**config.mk**
```make
export PLATFORM = sky130hd
export DESIGN_NAME = teclado_clave
export DESIGN_NICKNAME = d
export VERILOG_FILES = /design/src/rtl/teclado_clave.sv
export SDC_FILE = /design/constraint.sdc
export NUM_CORES = 1
export LEC_CHECK = 0
export BUFFER_PORTS_ARGS = -buffer_cell sky130_fd_sc_hd__buf_2
export CORE_ASPECT_RATIO = 1.5
export CORE_MARGIN = 2
export CORE_UTILIZATION = 57
export DETAILED_ROUTE_END_ITERATION = 8
export HOLD_SLACK_MARGIN = 0.05
export PLACE_DENSITY = 0.85
export SETUP_SLACK_MARGIN = 0.2
export SKIP_LAST_GASP = 1
export SYNTH_ARGS = -nofsm -noshare
export SYNTH_HDL_FRONTEND = slang
export SYNTH_SLANG_ARGS = --single-unit
```
**constraint.sdc**
```tcl
create_clock -name clk -period 2.5 [get_ports clk]
set_clock_uncertainty 0.2 [all_clocks]
set_input_delay 0.5 -clock clk [delete_from_list [all_inputs] [get_ports clk]]
set_output_delay 0.5 -clock clk [all_outputs]
set_load 0.01 [all_outputs]
```
**src/rtl/teclado_clave.sv**
```systemverilog
// -----------------------------------------------------------------------------
// teclado_clave
// Keypad code-entry front end for the security system FSM. Collects digit
// keystrokes, compares the entered sequence against a fixed code and emits a
// one-cycle pw pulse on a match. Rejected attempts pulse pw_bad; MAX_FAIL
// consecutive rejections put the block into a LOCKOUT period of LOCK_CYCLES.
//
// Ports:
//   clk        system clock
//   rst        synchronous active-high reset
//   key_valid  one-cycle strobe, key_code valid this cycle
//   key_code   0-9 digit, A clear, B enter, C-F ignored
//   pw         one-cycle pulse, correct code entered
//   pw_bad     one-cycle pulse, attempt rejected
//   locked     high for the whole lockout period
//   fail_cnt   consecutive failed attempts
//   digit_cnt  digits currently buffered (saturates at N_DIGITS)
//
// Optional feature: define TECLADO_TIMEOUT_EN to abort an entry after
// TIMEOUT_CYCLES cycles without a key; the timeout counts as a failed attempt.
//
// state   | meaning
// --------+---------------------------------------------------------------
// IDLE    | waiting for the first digit
// ENTRY   | collecting digits until clear or enter
// CHECK   | one cycle: compare buffer with CODE, issue pw or pw_bad
// LOCKOUT | too many failures, all keys ignored until the counter expires
// -----------------------------------------------------------------------------
module teclado_clave #(
    parameter int          N_DIGITS       = 4,
    parameter logic [31:0] CODE           = 32'h0000_1234,
    parameter int          MAX_FAIL       = 3,
    parameter int          LOCK_CYCLES    = 16,
    parameter int          TIMEOUT_CYCLES = 64
) (
    input  logic       clk,
    input  logic       rst,
    input  logic       key_valid,
    input  logic [3:0] key_code,
    output logic       pw,
    output logic       pw_bad,
    output logic       locked,
    output logic [2:0] fail_cnt,
    output logic [3:0] digit_cnt
);

    localparam int              BW         = N_DIGITS * 4;
    localparam logic [BW-1:0]   CODE_V     = CODE[BW-1:0];
    localparam logic [3:0]      N_DIG_V    = 4'(N_DIGITS);
    localparam logic [2:0]      MAX_FAIL_V = 3'(MAX_FAIL);
    localparam int              LCW        = $clog2(LOCK_CYCLES + 1);
    localparam logic [LCW-1:0]  LOCK_V     = LCW'(LOCK_CYCLES);

    typedef enum logic [1:0] {IDLE, ENTRY, CHECK, LOCKOUT} state_t;

    state_t          state, state_nxt;
    logic [BW-1:0]   dig_buf_q, dig_buf_d;
    logic [3:0]      digit_cnt_d;
    logic            ovf_q, ovf_d;
    logic [2:0]      fail_cnt_d;
    logic [LCW-1:0]  lock_cnt, lock_cnt_d;
    logic            pw_d, pw_bad_d, locked_d;

    logic            is_digit, is_clear, is_enter;
    logic            match, fail_evt, fail_trip, tmo_hit;
    logic [2:0]      fail_inc;

    assign is_digit  = key_valid && (key_code <= 4'd9);
    assign is_clear  = key_valid && (key_code == 4'hA);
    assign is_enter  = key_valid && (key_code == 4'hB);

    // overflow forces a mismatch even if the first N digits were right
    assign match     = (digit_cnt == N_DIG_V) && !ovf_q && (dig_buf_q == CODE_V);
    assign fail_inc  = fail_cnt + 3'd1;
    assign fail_trip = (fail_inc == MAX_FAIL_V);
    assign fail_evt  = ((state == CHECK) && !match) || tmo_hit;

`ifdef TECLADO_TIMEOUT_EN
    localparam int             TCW   = $clog2(TIMEOUT_CYCLES + 1);
    localparam logic [TCW-1:0] TMO_V = TCW'(TIMEOUT_CYCLES);

    logic [TCW-1:0] tmo_cnt;

    // reloads on every key seen in ENTRY (and on the digit that opens it);
    // terminal count 1 means this idle cycle is the TIMEOUT_CYCLES-th
    always_ff @(posedge clk) begin
        if (rst) begin
            tmo_cnt <= '0;
        end else if (((state == IDLE) && is_digit) || ((state == ENTRY) && key_valid)) begin
            tmo_cnt <= TMO_V;
        end else if ((state == ENTRY) && (tmo_cnt != '0)) begin
            tmo_cnt <= tmo_cnt - TCW'(1);
        end
    end

    assign tmo_hit = (state == ENTRY) && !key_valid && (tmo_cnt == TCW'(1));
`else
    assign tmo_hit = 1'b0;
`endif

    // state and registered datapath/outputs
    always_ff @(posedge clk) begin
        if (rst) begin
            state     <= IDLE;
            dig_buf_q <= '0;
            digit_cnt <= '0;
            ovf_q     <= 1'b0;
            fail_cnt  <= '0;
            lock_cnt  <= '0;
            pw        <= 1'b0;
            pw_bad    <= 1'b0;
            locked    <= 1'b0;
        end else begin
            state     <= state_nxt;
            dig_buf_q <= dig_buf_d;
            digit_cnt <= digit_cnt_d;
            ovf_q     <= ovf_d;
            fail_cnt  <= fail_cnt_d;
            lock_cnt  <= lock_cnt_d;
            pw        <= pw_d;
            pw_bad    <= pw_bad_d;
            locked    <= locked_d;
        end
    end

    // next state
    always_comb begin
        state_nxt = state;
        case (state)
            IDLE: begin
                if (is_digit) state_nxt = ENTRY;
            end
            ENTRY: begin
                if (is_clear)      state_nxt = IDLE;
                else if (is_enter) state_nxt = CHECK;
                else if (tmo_hit)  state_nxt = fail_trip ? LOCKOUT : IDLE;
            end
            CHECK: begin
                if (match) state_nxt = IDLE;
                else       state_nxt = fail_trip ? LOCKOUT : IDLE;
            end
            LOCKOUT: begin
                if (lock_cnt <= LCW'(1)) state_nxt = IDLE;
            end
            default: state_nxt = IDLE;
        endcase
    end

    // next values of the datapath and the registered outputs
    always_comb begin
        dig_buf_d   = dig_buf_q;
        digit_cnt_d = digit_cnt;
        ovf_d       = ovf_q;
        fail_cnt_d  = fail_cnt;
        lock_cnt_d  = lock_cnt;
        pw_d        = 1'b0;
        pw_bad_d    = 1'b0;
        locked_d    = locked;

        case (state)
            IDLE: begin
                if (is_digit) begin
                    dig_buf_d   = BW'(key_code);
                    digit_cnt_d = 4'd1;
                    ovf_d       = 1'b0;
                end
            end
            ENTRY: begin
                if (is_digit) begin
                    if (digit_cnt < N_DIG_V) begin
                        dig_buf_d   = (dig_buf_q << 4) | BW'(key_code);
                        digit_cnt_d = digit_cnt + 4'd1;
                    end else begin
                        ovf_d = 1'b1;
                    end
                end else if (is_clear || tmo_hit) begin
                    dig_buf_d   = '0;
                    digit_cnt_d = '0;
                    ovf_d       = 1'b0;
                end
            end
            CHECK: begin
                dig_buf_d   = '0;
                digit_cnt_d = '0;
                ovf_d       = 1'b0;
                if (match) begin
                    pw_d       = 1'b1;
                    fail_cnt_d = '0;
                end
            end
            LOCKOUT: begin
                if (lock_cnt <= LCW'(1)) begin
                    lock_cnt_d = '0;
                    locked_d   = 1'b0;
                    fail_cnt_d = '0;
                end else begin
                    lock_cnt_d = lock_cnt - LCW'(1);
                end
            end
            default: ;
        endcase

        // shared rejection path for a bad CHECK and an entry timeout
        if (fail_evt) begin
            pw_bad_d   = 1'b1;
            fail_cnt_d = fail_inc;
            if (fail_trip) begin
                locked_d   = 1'b1;
                lock_cnt_d = LOCK_V;
            end
        end
    end

endmodule
```
==> results of run 1 <==
-- cells by family after synthesis --
family	after synthesis	share of synthesized area
and+or+nand+nor	88	0.292
buffers and inverters	18	0.0480
DFF	34	0.408
AOI/OAI and AO/OA	47	0.177
adders and majority gates	10	0.0750
-- state kept, by name, summed over array words and instances, names as in the netlist --
signal and flops:
dig_buf_q 16, lock_cnt 5, digit_cnt 4, fail_cnt 3, state 2, locked 1
ovf_q 1, pw 1, pw_bad 1
-- power groups by stage --
stage,combinational (mW),sequential (mW),clock [mW]
finish,0.490,0.627,0.629
floorplan,0.389,0.631,0
CTS,0.491,0.627,0.633
global route,0.551,0.635,0.664
global placement,0.481,0.636,0
detailed placement,0.485,0.638,0
-- cells in the final DEF, fill, tap and decap left out, types with 2 or more instances in the layout --
cell type,synthesis,routed
nor3_1,5,5
clkbuf_8,0,6
ha_1,10,10
a21o_1,2,2
o31ai_1,2,2
buf_4,0,3
nand2_1,9,9
nor4_1,3,3
nor3b_1,3,3
bufinv_16,0,2
dfxtp_1,34,34
nand2b_1,20,20
o21a_1,2,2
inv_1,10,10
nor4b_1,2,2
and2_1,2,2
nor2_1,10,10
nor2b_1,4,4
a21oi_1,14,14
nand3_1,23,23
buf_2,4,16
o21ai_0,19,19
-- layer usage --
layer	share of wire	up-vias	GRT usage
li1	-	734	-
met1	0.40	669	0.256
met5	0	-	0
met4	0.026	0	0.117
met3	0.032	9	0.0956
met2	0.54	21	0.387
-- path summary, 6_finish.rpt --
path	to	slack (ps)	depth (start not counted)
max	digit_cnt[0]$_SDFFE_PP0P_	400	7
min reg2reg	locked$_SDFF_PP0_	250	2
max reg2reg	digit_cnt[0]$_SDFFE_PP0P_	400	7
min	locked$_SDFF_PP0_	250	2
-- stage by stage --
step	power, mW	utilization	std cells
6_report	1.75	0.680	256
3_5_place_dp	1.12	0.630	248
3_3_place_gp	1.12	0.630	248
5_1_grt	1.85	0.680	256
2_1_floorplan	1.02	-	197
4_1_cts	1.75	0.680	256
-- layout make-up --
type                            instances  share of cell area
Inverter                               10              0.0193
Multi-Input combinational cell        145               0.468
Clock inverter                          2              0.0309
Timing Repair Buffer                   20              0.0632
Tap cell                               39              0.0251
Sequential cell                        34               0.351
Clock buffer                            6              0.0426
-- critical path: stages (launching register included) --
cell      delay, ps
dfxtp_1         400
inv_1            80
ha_1            290
o21a_1          180
a221oi_4        440
buf_12          220
nor2_1           50
nor3_1          160
==> metrics.txt, run 1 <==
unrepaired setup endpoints after global routing=false; reg2reg start=state[1]$_SDFFE_PP0P_; outcome=complete, no violations; synthesized area per cell=8.47 um2; final worst slack=399 ps; Syn Inst Count=a little under 200; P_sw=around 0.53 mW; CTS Buf Count=5; setup TNS=0 ps; post-synthesis sequential area ratio=0.408; number of synthesized flops with an enable pin=0; post-CTS setup buffer count=0; Crit. Startpoint=state[1]$_SDFFE_PP0P_; worst min path class=reg -> reg; CP startpoint kind=register; Setup crit end kind=register; count of final hold-check violations=0; Slew HR=0.630; Final Cell Area=1940 um2; share of the synthesized area in the top cell type=0.408; diode count=0; final antenna-violating net count=0; final setup vio count=0; Synth area leaders=dfxtp_1 41%, ha_1 7.5%, nand2b_1 7.5%, nand3_1 6.9%, o21ai_0 5.7%; Die Y-Extent=70.3 um; clock share of power=0.360; Core Area=about 2900 um2; Internal=~1.2 mW; wire length after detailed routing=roughly 3.5 mm; Tightest Pin Transition=roughly 550 ps; number of gates resized after cts=0; f_max=476 MHz; Placed Area=between 1500 and 2000 um2; Synthesis Warnings=0; hold_sp=locked$_SDFF_PP0_; area of the multi-input gates=approximately 910 um2; FFs w/ async S/R, synth=0; Tot GR Track Use=0.241; Net Sw Frac=0.305; largest net degree at the start of global routing=29; Nets=233; number of vias per cell=approximately 5.6; Hold Slack=around 250 ps; PwrDens=about 900 nW/um2; GPL Wtd Cong=0.823; sequential share of power=0.359; Seq. cell area=681 um2; crit share post-route=0.841; clk slew on worst S/H paths=70 ps; P_leak=roughly 0.73 nW; DRC=0; pre-CTS WS=265 ps; num ports=17; Initial Util=0.585; Critical Path RT=2510 ps; vias in the first global route=about 1400; die width=a little under 50 um; detailed-route via count=~1400; Post-synth top cells=34 x dfxtp_1, 23 x nand3_1, 20 x nand2b_1; global-route wire length before repair=5.77 mm; ys flop type=dfxtp_1; initial antenna violation count=0; global route total overflow=0; crit path kind=reg -> reg; Clock Sinks=34; Mapped Nets=around 210; combinational share of power=0.281; num rows=24; Pins Over Slew Limit=0; number of port buffers=16; worst-skew pair later-pin latency=just under 300 ps; Worst EP arrival=2110 ps; Yosys reg bits=34; dpl hpwl=around 2.4 mm; area of the die=roughly 3400 um2; Yosys cell types=36; Root Driver=clkbuf_8; clock buffer depth=2; drt initial violations=24; most numerous cell in the Yosys netlist=dfxtp_1; Peak VDD IR=roughly 900 uV; post-layout minimum cycle time=2100 ps; wire length per cell=approximately 14 um; critical-path maximum fanout=28; Area Overhead vs Synth=16.3%; cell area after synthesis=about 1700 um2; max-cap violations=0; # H-tree levels=2; ratio of cells with drive above 1 in the final layout=0.143; CTS tree=built; area leader, netlist=dfxtp_1; hold_buf cts=0; fillers=around 240; Pre-antenna DRT Iters=4
(Power assumes the default switching activity.)
==> run 2, diff against run 1 <==
--- a/config.mk
+++ b/config.mk
@@ -5,13 +5,14 @@
 export SDC_FILE = /design/constraint.sdc
 export NUM_CORES = 1
 export LEC_CHECK = 0
+export ABC_AREA = 1
 export BUFFER_PORTS_ARGS = -buffer_cell sky130_fd_sc_hd__buf_2
 export CORE_ASPECT_RATIO = 1.5
 export CORE_MARGIN = 2
-export CORE_UTILIZATION = 57
+export CORE_UTILIZATION = 53
 export DETAILED_ROUTE_END_ITERATION = 8
 export HOLD_SLACK_MARGIN = 0.05
-export PLACE_DENSITY = 0.85
+export PLACE_DENSITY = 0.83
 export SETUP_SLACK_MARGIN = 0.2
 export SKIP_LAST_GASP = 1
 export SYNTH_ARGS = -nofsm -noshare
==> constraint.sdc (replaced) <==
create_clock -name clk -period 1.7 [get_ports clk]
set_clock_uncertainty 0.2 [all_clocks]
set_input_delay 0.34 -clock clk [delete_from_list [all_inputs] [get_ports clk]]
set_output_delay 0.34 -clock clk [all_outputs]
set_load 0.01 [all_outputs]
==> metrics.txt, run 2 <==
outcome=finished, violations left (was complete, no violations); failing checks=negative setup slack; Critical Path RT=1660 ps (was 2510 ps); Worst EP arrival=1720 ps (was 2110 ps); Slew HR=0.800 (was 0.630); unrepaired setup endpoints after global routing=true (was false); Nets=329 (was 233); worst-skew pair later-pin latency=290 ps (about the same); number of port buffers=16 (unchanged); biggest regs=dig_buf_q: 16 flops, lock_cnt: 5 flops, digit_cnt: 4 flops (unchanged); most frequent cells in the layout=64 x nand2_1, 54 x nor2_1, 28 x dfxtp_1 (was 34 x dfxtp_1, 23 x nand3_1, 20 x nand2b_1); wire length after detailed routing=4.50 mm (was 3.47 mm); Yosys cell types=25 (was 36); ys flop type=dfxtp_1 (unchanged); worst min path class=in -> reg (was reg -> reg); worst r2r path cells=11 (was 7); diode count=0 (unchanged); post-layout minimum cycle time=1760 ps (was 2100 ps); Tot Pwr=2.61 mW (was 1.75 mW); Pins Over Slew Limit=0 (unchanged); Placed Area=2100 um2 (was 1800 um2); final setup vio count=1 (was 0); DRC=0 (unchanged); number of vias per cell=5.18 (was 5.60); wire length per cell=12.7 um (was 13.6 um); initial antenna violation count=0 (unchanged); Pre-antenna DRT Iters=4 (unchanged); Hold Path Sink=locked$_SDFF_PP0_ (unchanged); most numerous cell in the Yosys netlist=nand2_1 (was dfxtp_1); max FFs per register=16 (unchanged); CTS Buf Count=5 (unchanged); drt initial violations=41 (was 24); die width=52.9 um (was 48.2 um); Hold Path Stages=2 (unchanged); synthesized area per cell=6.85 um2 (was 8.47 um2); ratio of cells with drive above 1 in the final layout=0.319 (was 0.143); max-cap violations=0 (unchanged); CP startpoint kind=register (unchanged); CTS tree=built (unchanged); Mapped Nets=295 (was 214); Synth area leaders=dfxtp_1 36%, nand2_1 13%, nor2_1 11%, nand3_1 7.6%, ha_1 6.6% (was dfxtp_1 41%, ha_1 7.5%, nand2b_1 7.5%, nand3_1 6.9%, o21ai_0 5.7%); Root Driver=clkbuf_8 (unchanged); global route total overflow=0 (unchanged); number of synthesized flops with an enable pin=0 (unchanged); PwrDens=1080 nW/um2 (was 900 nW/um2); share of the synthesized area in the top cell type=0.358 (was 0.408); Synthesis Warnings=0 (unchanged); Syn Inst Count=278 (was 197); Die Y-Extent=77.4 um (was 70.3 um); final worst slack=-56.7 ps (was 399 ps); vias in the first global route=1772 (was 1366); Peak VDD IR=802 uV (was 927 uV); crit share post-route=1.03 (was 0.841); P_leak=1.10 nW (was 0.733 nW); f_max=569 MHz (was 476 MHz); # H-tree levels=2 (unchanged); Initial Util=0.557 (was 0.585); hold_buf cts=0 (unchanged); Clock Sinks=34 (unchanged); crit path kind=reg -> reg (unchanged); Yosys reg bits=34 (unchanged); critical-path maximum fanout=6 (was 28); Final Cell Area=2410 um2 (was 1940 um2); area of the die=4100 um2 (was 3390 um2); hold_sp=rst (was locked$_SDFF_PP0_); dpl hpwl=2.96 mm (was 2.36 mm); count of final hold-check violations=0 (unchanged); num ports=17 (unchanged); cell area after synthesis=1900 um2 (was 1670 um2); FFs w/ async S/R, synth=0 (unchanged); GPL Wtd Cong=0.779 (was 0.823); post-synthesis sequential area ratio=0.358 (was 0.408); FF-to-FF End=state[1]$_SDFFE_PP0P_ (was digit_cnt[0]$_SDFFE_PP0P_); most flop-heavy register=dig_buf_q (unchanged); area leader, netlist=dfxtp_1 (unchanged); final antenna-violating net count=0 (unchanged); global-route wire length before repair=7.36 mm (was 5.77 mm); Area Overhead vs Synth=26.8% (was 16.3%); Setup crit end kind=register (unchanged); Core Area=3420 um2 (was 2850 um2); FF-to-FF setup slack=-60 ps (was 400 ps); clk slew on worst S/H paths=70 ps (about the same); Tot GR Track Use=0.238 (was 0.241); clock buffer depth=2 (unchanged); Tightest Pin Transition=300 ps (was 549 ps); detailed-route via count=1838 (was 1433); Post-synth top cells=68 x nand2_1, 57 x nor2_1, 34 x dfxtp_1 (was 34 x dfxtp_1, 23 x nand3_1, 20 x nand2b_1); num rows=26 (was 24); post-layout util=0.706 (was 0.680); reg2reg start=digit_cnt[0]$_SDFFE_PP0P_ (was state[1]$_SDFFE_PP0P_); commonest non-fill, non-tap cell in the layout=nand2_1 (was dfxtp_1); largest net degree at the start of global routing=18 (was 29)
run 2: cell types whose count changed after synthesis, sizes merged, moves of 3 or more:
cell / delta
nand2: +64
nor2: +49
inv: +22
nand2b: -20
o21ai: -18
nand3: +12
a21oi: -6
nand4: +4
nor2b: -4
nor3b: -3
nor4: -3
xor2: +3
run 2: layout make-up:
type,instances,area (um2)
Timing Repair Buffer,37,274
Clock buffer,7,86.3
Fill cell,278,1000
Tap cell,42,52.6
Sequential cell,34,696
Clock inverter,1,5.00
Multi-Input combinational cell,202,1160
Inverter,32,135
run 2: per-layer routing:
metal  vias up  track usage  routed length [um]
met3        15       0.0577                 145
met1       850        0.230                1710
met4         0        0.118                 152
met2        34        0.440                2490
li1        939            -                   -
met5         -            0                   0
run 2: how the worst max path moves through the flow:
stage	cells past startpoint	startpoint	slack [ps]	endpoint
2_1_floorplan	12	state[1]$_SDFFE_PP0P_	160	dig_buf_q[2]$_SDFFE_PP0P_
3_3_place_gp	10	key_code[1]	20	dig_buf_q[4]$_SDFFE_PP0P_
3_5_place_dp	10	key_code[1]	-30	dig_buf_q[4]$_SDFFE_PP0P_
4_1_cts	11	state[1]$_SDFFE_PP0P_	90	dig_buf_q[4]$_SDFFE_PP0P_
5_1_grt	11	digit_cnt[0]$_SDFFE_PP0P_	-110	state[1]$_SDFFE_PP0P_
6_report	11	digit_cnt[0]$_SDFFE_PP0P_	-60	state[1]$_SDFFE_PP0P_
run 2: cells by family (layout without fill, tap and decap cells):
kind of cell             Yosys count  in the layout  synth area share
buffers and inverters             42             77             0.112
AO/OA/AOI/OAI                     13             13            0.0388
XOR/XNOR                           4              4            0.0184
flip-flops                        34             34             0.358
AND/OR/NAND/NOR                  175            175             0.407
adder cells (fa/ha/maj)           10             10            0.0657
run 2: metrics by stage:
step                      TNS, ps  worst slack [ps]  cells  hold WS [ps]
after floorplan                 0               162    278           221
after global placement          0              17.5    338           246
after detailed placement    -85.4             -29.8    338           251
after CTS                       0              89.0    352           132
after global routing         -206              -108    355           149
final                       -56.7             -56.7    355           139
run 2: what timing repair did:
| item | 4_1_cts | 5_1_grt |
|---|---|---|
| gates resized for setup | 24 | 17 |
| buffers inserted | 6 | 3 |
| pin swaps | 6 | 4 |
| setup endpoints to repair | 29 | 35 |
run 2: power breakdown:
part | total [mW] | internal [mW] | switching, mW
registers | 1.03 | 0.922 | 0.105
clock network | 0.621 | 0.327 | 0.294
logic | 0.960 | 0.405 | 0.555
run 2: worst max-delay path, cell delays in order (launching register included):
cell and delay [ps]:
dfxtp_4 350, inv_4 60, ha_4 120, inv_2 20, nor2_1 80, nand2_1 70
nor2_1 120, nand3_2 150, nand3_4 150, nand2_1 70, nand2_1 110, a21oi_1 110
